## src/rtl/hwag_coil_sequencer.sv

```systemverilog
// hwag_coil_sequencer -- N-channel ignition coil driver fed by the angle counter.
//
// Each channel owns a phase offset plus dwell-start (set) and spark (rst)
// angles. Writes land in a shadow copy and are promoted to the active copy only
// while the channel is idle or at the end of a dwell, so a window in flight is
// never reshaped. A max-dwell guard forces the coil off if the spark angle is
// missed (e.g. ACNT jumped over it).
//
// Ports
//   clk, rst             clock, synchronous active-high reset
//   sync_ok              angle generator locked; low forces every channel idle
//   acnt, acnt_step      current angle and its 1-cycle advance strobe
//   cfg_we/ch/off/set/rst  config write into a channel shadow
//   cfg_err              1-cycle pulse, write rejected
//   pending[CH]          shadow holds a not-yet-applied write
//   coil_out[CH]         coil drive, 1 = dwelling
//   dwl_fault[CH]        sticky, max-dwell guard fired

// Per-channel lane: S2 (local angle), S3 (FSM), shadow/active config.
module hwag_coil_lane #(
  parameter int ACNT_W = 24,
  parameter int MAXACR = 3839,
  parameter int MAXDWL = 480
) (
  input  logic              clk,
  input  logic              rst,
  input  logic              sync_ok,
  input  logic              s1_step,
  input  logic [ACNT_W-1:0] s1_acnt,
  input  logic              wr,
  input  logic [ACNT_W-1:0] wr_off,
  input  logic [ACNT_W-1:0] wr_set,
  input  logic [ACNT_W-1:0] wr_rst,
  output logic              pending,
  output logic              coil_out,
  output logic              dwl_fault
);
  localparam int DW = $clog2(MAXDWL + 1);
  localparam logic [ACNT_W:0] LAST = (ACNT_W+1)'(MAXACR);
  localparam logic [ACNT_W:0] REV  = (ACNT_W+1)'(MAXACR + 1);

  typedef enum logic [1:0] {IDLE, WAIT_SET, DWELL} state_t;
  state_t state, state_n;

  logic [DW-1:0]     cnt, cnt_n;
  logic [ACNT_W-1:0] act_off, act_set, act_rst;
  logic [ACNT_W-1:0] sh_off, sh_set, sh_rst;
  logic [ACNT_W:0]   sum, local_q;
  logic              step_q, fault_set, apply;

  // Offset add with one conditional subtract; both operands <= MAXACR so a
  // single wrap is always enough.
  always_comb begin
    sum = {1'b0, s1_acnt} + {1'b0, act_off};
    if (sum > LAST) sum = sum - REV;
  end

  always_ff @(posedge clk) begin
    if (rst) begin
      step_q  <= 1'b0;
      local_q <= '0;
    end else begin
      step_q  <= s1_step;
      local_q <= sum;
    end
  end

  always_ff @(posedge clk) begin
    if (rst) begin
      state <= IDLE;
      cnt   <= '0;
    end else begin
      state <= state_n;
      cnt   <= cnt_n;
    end
  end

  // Spark wins over the guard when both land on the same step, so a window of
  // exactly MAXDWL steps ends cleanly.
  always_comb begin
    state_n   = state;
    cnt_n     = cnt;
    fault_set = 1'b0;
    if (!sync_ok) begin
      state_n = IDLE;
    end else if (step_q) begin
      unique case (state)
        IDLE:     state_n = WAIT_SET;
        WAIT_SET: if (local_q == {1'b0, act_set}) begin
                    state_n = DWELL;
                    cnt_n   = '0;
                  end
        DWELL: begin
          cnt_n = cnt + DW'(1);
          if (local_q == {1'b0, act_rst}) begin
            state_n = WAIT_SET;
          end else if (cnt_n == DW'(MAXDWL)) begin
            state_n   = WAIT_SET;
            fault_set = 1'b1;
          end
        end
        default:  state_n = IDLE;
      endcase
    end
  end

  assign apply = pending && (state == IDLE || (state == DWELL && state_n == WAIT_SET));

  // Apply uses the pre-edge shadow; a same-cycle write then refills it and
  // keeps pending set.
  always_ff @(posedge clk) begin
    if (rst) begin
      {act_off, act_set, act_rst} <= '0;
      {sh_off, sh_set, sh_rst}    <= '0;
      pending                     <= 1'b0;
      dwl_fault                   <= 1'b0;
    end else begin
      if (fault_set) dwl_fault <= 1'b1;
      if (apply) begin
        {act_off, act_set, act_rst} <= {sh_off, sh_set, sh_rst};
        pending                     <= 1'b0;
      end
      if (wr) begin
        {sh_off, sh_set, sh_rst} <= {wr_off, wr_set, wr_rst};
        pending                  <= 1'b1;
      end
    end
  end

  always_comb coil_out = (state == DWELL);
endmodule

module hwag_coil_sequencer #(
  parameter  int CH     = 4,
  parameter  int ACNT_W = 24,
  parameter  int MAXACR = 3839,
  parameter  int MAXDWL = 480,
  localparam int CHW    = (CH > 1) ? $clog2(CH) : 1
) (
  input  logic              clk,
  input  logic              rst,
  input  logic              sync_ok,
  input  logic [ACNT_W-1:0] acnt,
  input  logic              acnt_step,
  input  logic              cfg_we,
  input  logic [CHW-1:0]    cfg_ch,
  input  logic [ACNT_W-1:0] cfg_off,
  input  logic [ACNT_W-1:0] cfg_set,
  input  logic [ACNT_W-1:0] cfg_rst,
  output logic              cfg_err,
  output logic [CH-1:0]     pending,
  output logic [CH-1:0]     coil_out,
  output logic [CH-1:0]     dwl_fault
);
  localparam logic [ACNT_W-1:0] LAST = ACNT_W'(MAXACR);

  logic              cfg_ok, s1_step;
  logic [ACNT_W-1:0] s1_acnt;

  always_comb
    cfg_ok = (32'(cfg_ch) < 32'(CH)) && (cfg_off <= LAST) && (cfg_set <= LAST) &&
             (cfg_rst <= LAST) && (cfg_set != cfg_rst);

  // S1 and the reject pulse.
  always_ff @(posedge clk) begin
    if (rst) begin
      s1_step <= 1'b0;
      s1_acnt <= '0;
      cfg_err <= 1'b0;
    end else begin
      s1_step <= acnt_step;
      s1_acnt <= acnt;
      cfg_err <= cfg_we && !cfg_ok;
    end
  end

  for (genvar i = 0; i < CH; i++) begin : g_lane
    logic lane_wr;
    assign lane_wr = cfg_we && cfg_ok && (cfg_ch == CHW'(i));
    hwag_coil_lane #(.ACNT_W(ACNT_W), .MAXACR(MAXACR), .MAXDWL(MAXDWL)) u_lane (
      .clk       (clk),
      .rst       (rst),
      .sync_ok   (sync_ok),
      .s1_step   (s1_step),
      .s1_acnt   (s1_acnt),
      .wr        (lane_wr),
      .wr_off    (cfg_off),
      .wr_set    (cfg_set),
      .wr_rst    (cfg_rst),
      .pending   (pending[i]),
      .coil_out  (coil_out[i]),
      .dwl_fault (dwl_fault[i])
    );
  end
endmodule

```

## config.mk

```make
export PLATFORM = sky130hd
export DESIGN_NAME = hwag_coil_sequencer
export DESIGN_NICKNAME = d
export VERILOG_FILES = /design/src/rtl/hwag_coil_sequencer.sv
export SDC_FILE = /design/constraint.sdc
export NUM_CORES = 2
export LEC_CHECK = 0
export BUFFER_PORTS_ARGS = -buffer_cell sky130_fd_sc_hd__buf_2
export CORE_ASPECT_RATIO = 1.4
export CORE_MARGIN = 4
export CORE_UTILIZATION = 45
export DETAILED_ROUTE_END_ITERATION = 8
export SLEW_MARGIN = 10
export SYNTH_ARGS = -nofsm -noshare
export SYNTH_HDL_FRONTEND = slang
export SYNTH_SLANG_ARGS = --single-unit
```

## constraint.sdc

```tcl
create_clock -name clk -period 8.6 [get_ports clk]
set_input_delay 0.86 -clock clk [delete_from_list [all_inputs] [get_ports clk]]
set_output_delay 0.86 -clock clk [all_outputs]
set_load 0.02 [all_outputs]
```

==> flow_summary.yaml <==
outcome:
  outcome: "finished, final reports clean"
yosys:
  ys_ff_latch: 755
  post_synth_main_area_contributors: "sky130_fd_sc_hd__dfxtp_1 (43%), sky130_fd_sc_hd__mux2i_1 (8.5%), sky130_fd_sc_hd__nor2_1 (5.2%)"
  number_of_enable_flip_flop_cells_after_synthesis: 0
  synthesized_area_per_cell_um2: 8.810
  post_synth_instance_area_um2: 35130
  synth_top_cell_by_area: "sky130_fd_sc_hd__dfxtp_1"
  async_reset_ff_share_pct: 0
  seq_area_frac_synth_pct: 43.02
  yosysTopAreaCellShare_pct: 43.02
  synth.net_count: 4203
  dominantRegCellSynth: "sky130_fd_sc_hd__dfxtp_1"
  ys_warns: 0
  syn-instance-count: 3988
  synthDistinctLibCells: 96
cts:
  post_cts_hold_buffer_count: 0
  cts_inserted_buffers: 76
  worst_skew_pair.late_latency_ps: 630
  clock_sink_count: 755
  cts.htree.levels: 3
  cts.root.buffer_cell: "sky130_fd_sc_hd__clkbuf_16"
  post_cts_resize_count: 0
  post_cts_buffers: 0
  cts.clk_slew.worst_paths_ps: 70
  cts_tree: "built"
  clockBufferDepth: 3
min_path:
  hold_path.class: "reg -> reg"
  hold_end: "g_lane[3].u_lane.act_off[14]$_SDFFE_PP0P_"
  whs_path_depth: 2
  worst_hold_startpoint: "g_lane[3].u_lane.sh_off[14]$_SDFFE_PP0P_"
worst_setup_path:
  worst_r2r_endpoint: "g_lane[0].u_lane.local_q[23]$_SDFF_PP0_"
  r2r_start: "s1_acnt[1]$_SDFF_PP0_"
  crit_type: "reg -> reg"
  arrival_ps: 5120
  worstSetupEndpointType: "flop"
  setup.reg_to_reg.worst_slack_ps: 3930
  critical_path.max_fanout: 11
  critPathLaunchType: "flop"
  worst_r2r_path_depth: 12
  crit_required_ps: 9060
routing:
  detail_route.iter0.violations: 1922
  max_used_layer: "met4"
  wl_met3_mm: 4.182
  router_iterations_before_antenna_repair: 5
  routed_wirelength_mm: 98.08
  drt_drc_violations_left: 0
  route.vias.total: 27650
  detail_route.vias_per_cell: 5.426
  ant_nets: 0
  routed-wl-met2_mm: 46.22
  avg_wl_per_cell_um: 19.25
  detail_route.wirelength.met1_mm: 42.76
sta:
  report.final.slew_viol_count: 0
  timing.setup.tns_ps: 0
  grt_setup_unrepaired: "no"
  worst-slew-pin-transition_ps: 1211
  finalHoldViolCount: 0
  min_period_over_period_pct: 54.25
  final-setup-viol-count: 0
  fin_worst_skew_ps: 26.75
  finalCriticalPeriod_ps: 4665
  slew-limit-headroom_pct: 18.53
  maxClockFrequency_ghz: 0.2144
floorplan:
  placement_rows: 121
  design.die.area_um2: 82670
  core-area_um2: 77670
  initial_utilization_pct: 45.24
  height_of_the_die_um: 338.6
  floorplan.die.width_um: 244.2
  io-pin-count: 116
global_routing:
  grt_pass1_wl_mm: 151.3
  initial_antenna_violation_count: 1
  pin_count_of_the_biggest_net_entering_global_routing: 184
  global_route.overflow_total: 0
  first_global_vias: 26700
  groute.usage.overall_pct: 23.06
job:
  maxCapViolations: 0
place:
  dp_hpwl_mm: 68.70
  place.port_buffers: 115
  gpl.final_weighted_congestion: 0.8966
layout:
  syn_to_final_growth_pct: 11.08
  design.final.nets: 4207
  fill_cell_instance_count_of_the_final_layout: 7441
  drive_gt1_share_pct: 8.049
power:
  power.density_cell_area_nw_per_um2: 192.8
  p_leak_nw: 16.42
  post-layout-total-power_w: 0.007526
  peakVddDrop_mv: 0.1328
[registers in the layout, summed over array words and instances (netlist names), 4 cells and up]
signal / cells
g_lane.u_lane.act_off: 96
g_lane.u_lane.act_rst: 96
g_lane.u_lane.act_set: 96
g_lane.u_lane.cnt: 36
g_lane.u_lane.dwl_fault: 4
g_lane.u_lane.local_q: 100
g_lane.u_lane.pending: 4
g_lane.u_lane.sh_off: 96
g_lane.u_lane.sh_rst: 96
g_lane.u_lane.sh_set: 96
g_lane.u_lane.state: 8
s1_acnt: 24
[final cells by class]
type,count,area (um2),area share (%)
diodes,1,2.502,0.006412
clock buffers,101,2158,5.530
clock inverters,35,457.9,1.173
inverters,48,180.2,0.4617
multi-input cells,2973,19020,48.74
flip-flops and latches,755,15110,38.73
well taps,1045,1308,3.350
repair buffers,138,783.3,2.007
[cell families (layout without fill, tap and decap cells)]
logic type	Yosys count	in the layout	share of synthesized area, %
AOI/OAI and AO/OA	700	700	12.53
xor gates and xnor gates	294	294	7.350
and+or+nand+nor	1560	1560	21.23
other	0	1	0
adders and majority gates	112	112	4.074
buffers and inverters	260	322	3.023
muxes	307	307	8.775
DFF	755	755	43.02
[stage by stage]
stage / hold WS, ps / cell area [um2] / setup WS (ps) / cells / utilization (%)
4_1_cts: 398.6 / 39020 / 3945 / 5095 / 50.25
6_report: 436.1 / 39030 / 3935 / 5096 / 50.25
2_1_floorplan: 413.8 / 35130 / 5096 / 3988 / -
3_3_place_gp: 433.2 / 36410 / 4075 / 4959 / 46.88
5_1_grt: 426.3 / 39020 / 3513 / 5095 / 50.25
3_5_place_dp: 425.6 / 36410 / 3982 / 4959 / 46.88
[worst max path at each step]
stage	end	startpoint	depth (start not counted)	slack [ps]
floorplan	g_lane[1].u_lane.local_q[13]$_SDFF_PP0_	s1_acnt[1]$_SDFF_PP0_	12	5100
global placement	g_lane[0].u_lane.local_q[23]$_SDFF_PP0_	s1_acnt[1]$_SDFF_PP0_	12	4070
detailed placement	g_lane[0].u_lane.local_q[23]$_SDFF_PP0_	s1_acnt[1]$_SDFF_PP0_	12	3980
CTS	g_lane[0].u_lane.local_q[23]$_SDFF_PP0_	s1_acnt[1]$_SDFF_PP0_	12	3950
global route	g_lane[0].u_lane.local_q[21]$_SDFF_PP0_	s1_acnt[1]$_SDFF_PP0_	12	3510
finish	g_lane[0].u_lane.local_q[23]$_SDFF_PP0_	s1_acnt[1]$_SDFF_PP0_	12	3930
[cells in the final DEF, fill, tap and decap left out, drive strengths merged, types with 101 or more instances in the layout]
master | synthesis | routed
ha | 108 | 108
xor2 | 118 | 118
nor2 | 484 | 484
o21ai | 126 | 126
buf | 48 | 138
nand2 | 442 | 442
dfxtp | 755 | 755
a21oi | 309 | 309
clkbuf | 164 | 101
mux2i | 299 | 299
xnor2 | 176 | 176
and2 | 140 | 140
[power by group]
part	internal, W	switching [W]
clock	0.00205	0.00142
combinational	0.000163	0.000304
sequential	0.00353	0.0000560
[per-layer routing]
metal,GRT usage [%],up-vias
li1,-,13840
met3,3.070,186
met1,29.44,13080
met2,38.57,551
met5,0,-
met4,10.92,0
[worst max-delay path, cell delays in order, from the launching register on]
cell and delay [ps]:
sky130_fd_sc_hd__dfxtp_1 580, sky130_fd_sc_hd__inv_1 290, sky130_fd_sc_hd__fa_1 480, sky130_fd_sc_hd__nand2b_1 190, sky130_fd_sc_hd__a211oi_2 320, sky130_fd_sc_hd__o21ai_1 230
sky130_fd_sc_hd__nor4b_1 440, sky130_fd_sc_hd__o21ai_0 200, sky130_fd_sc_hd__a2111oi_1 530, sky130_fd_sc_hd__nand4_1 330, sky130_fd_sc_hd__o21ai_1 590, sky130_fd_sc_hd__o21ai_0 150
sky130_fd_sc_hd__nor3b_1 170
[cell usage after synthesis (17+ instances only)]
cell type	count
sky130_fd_sc_hd__o211ai_1	24
sky130_fd_sc_hd__ha_1	108
sky130_fd_sc_hd__o21a_1	17
sky130_fd_sc_hd__nand2_1	442
sky130_fd_sc_hd__nand4_1	66
sky130_fd_sc_hd__clkbuf_1	164
sky130_fd_sc_hd__or3_1	33
sky130_fd_sc_hd__nand2b_1	30
sky130_fd_sc_hd__nor4_1	45
sky130_fd_sc_hd__nor3_1	48
sky130_fd_sc_hd__buf_2	30
sky130_fd_sc_hd__nor2_1	483
sky130_fd_sc_hd__inv_1	48
sky130_fd_sc_hd__xnor2_1	175
sky130_fd_sc_hd__mux2i_1	299
sky130_fd_sc_hd__dfxtp_1	755
sky130_fd_sc_hd__a21o_1	41
sky130_fd_sc_hd__xor2_1	118
sky130_fd_sc_hd__and3_1	77
sky130_fd_sc_hd__nand3_1	71
sky130_fd_sc_hd__a31oi_1	21
sky130_fd_sc_hd__o21ai_0	112
sky130_fd_sc_hd__nor2b_1	43
sky130_fd_sc_hd__and2_1	137
sky130_fd_sc_hd__a21oi_1	308
sky130_fd_sc_hd__a211oi_1	25
(Power assumes the default switching activity.)
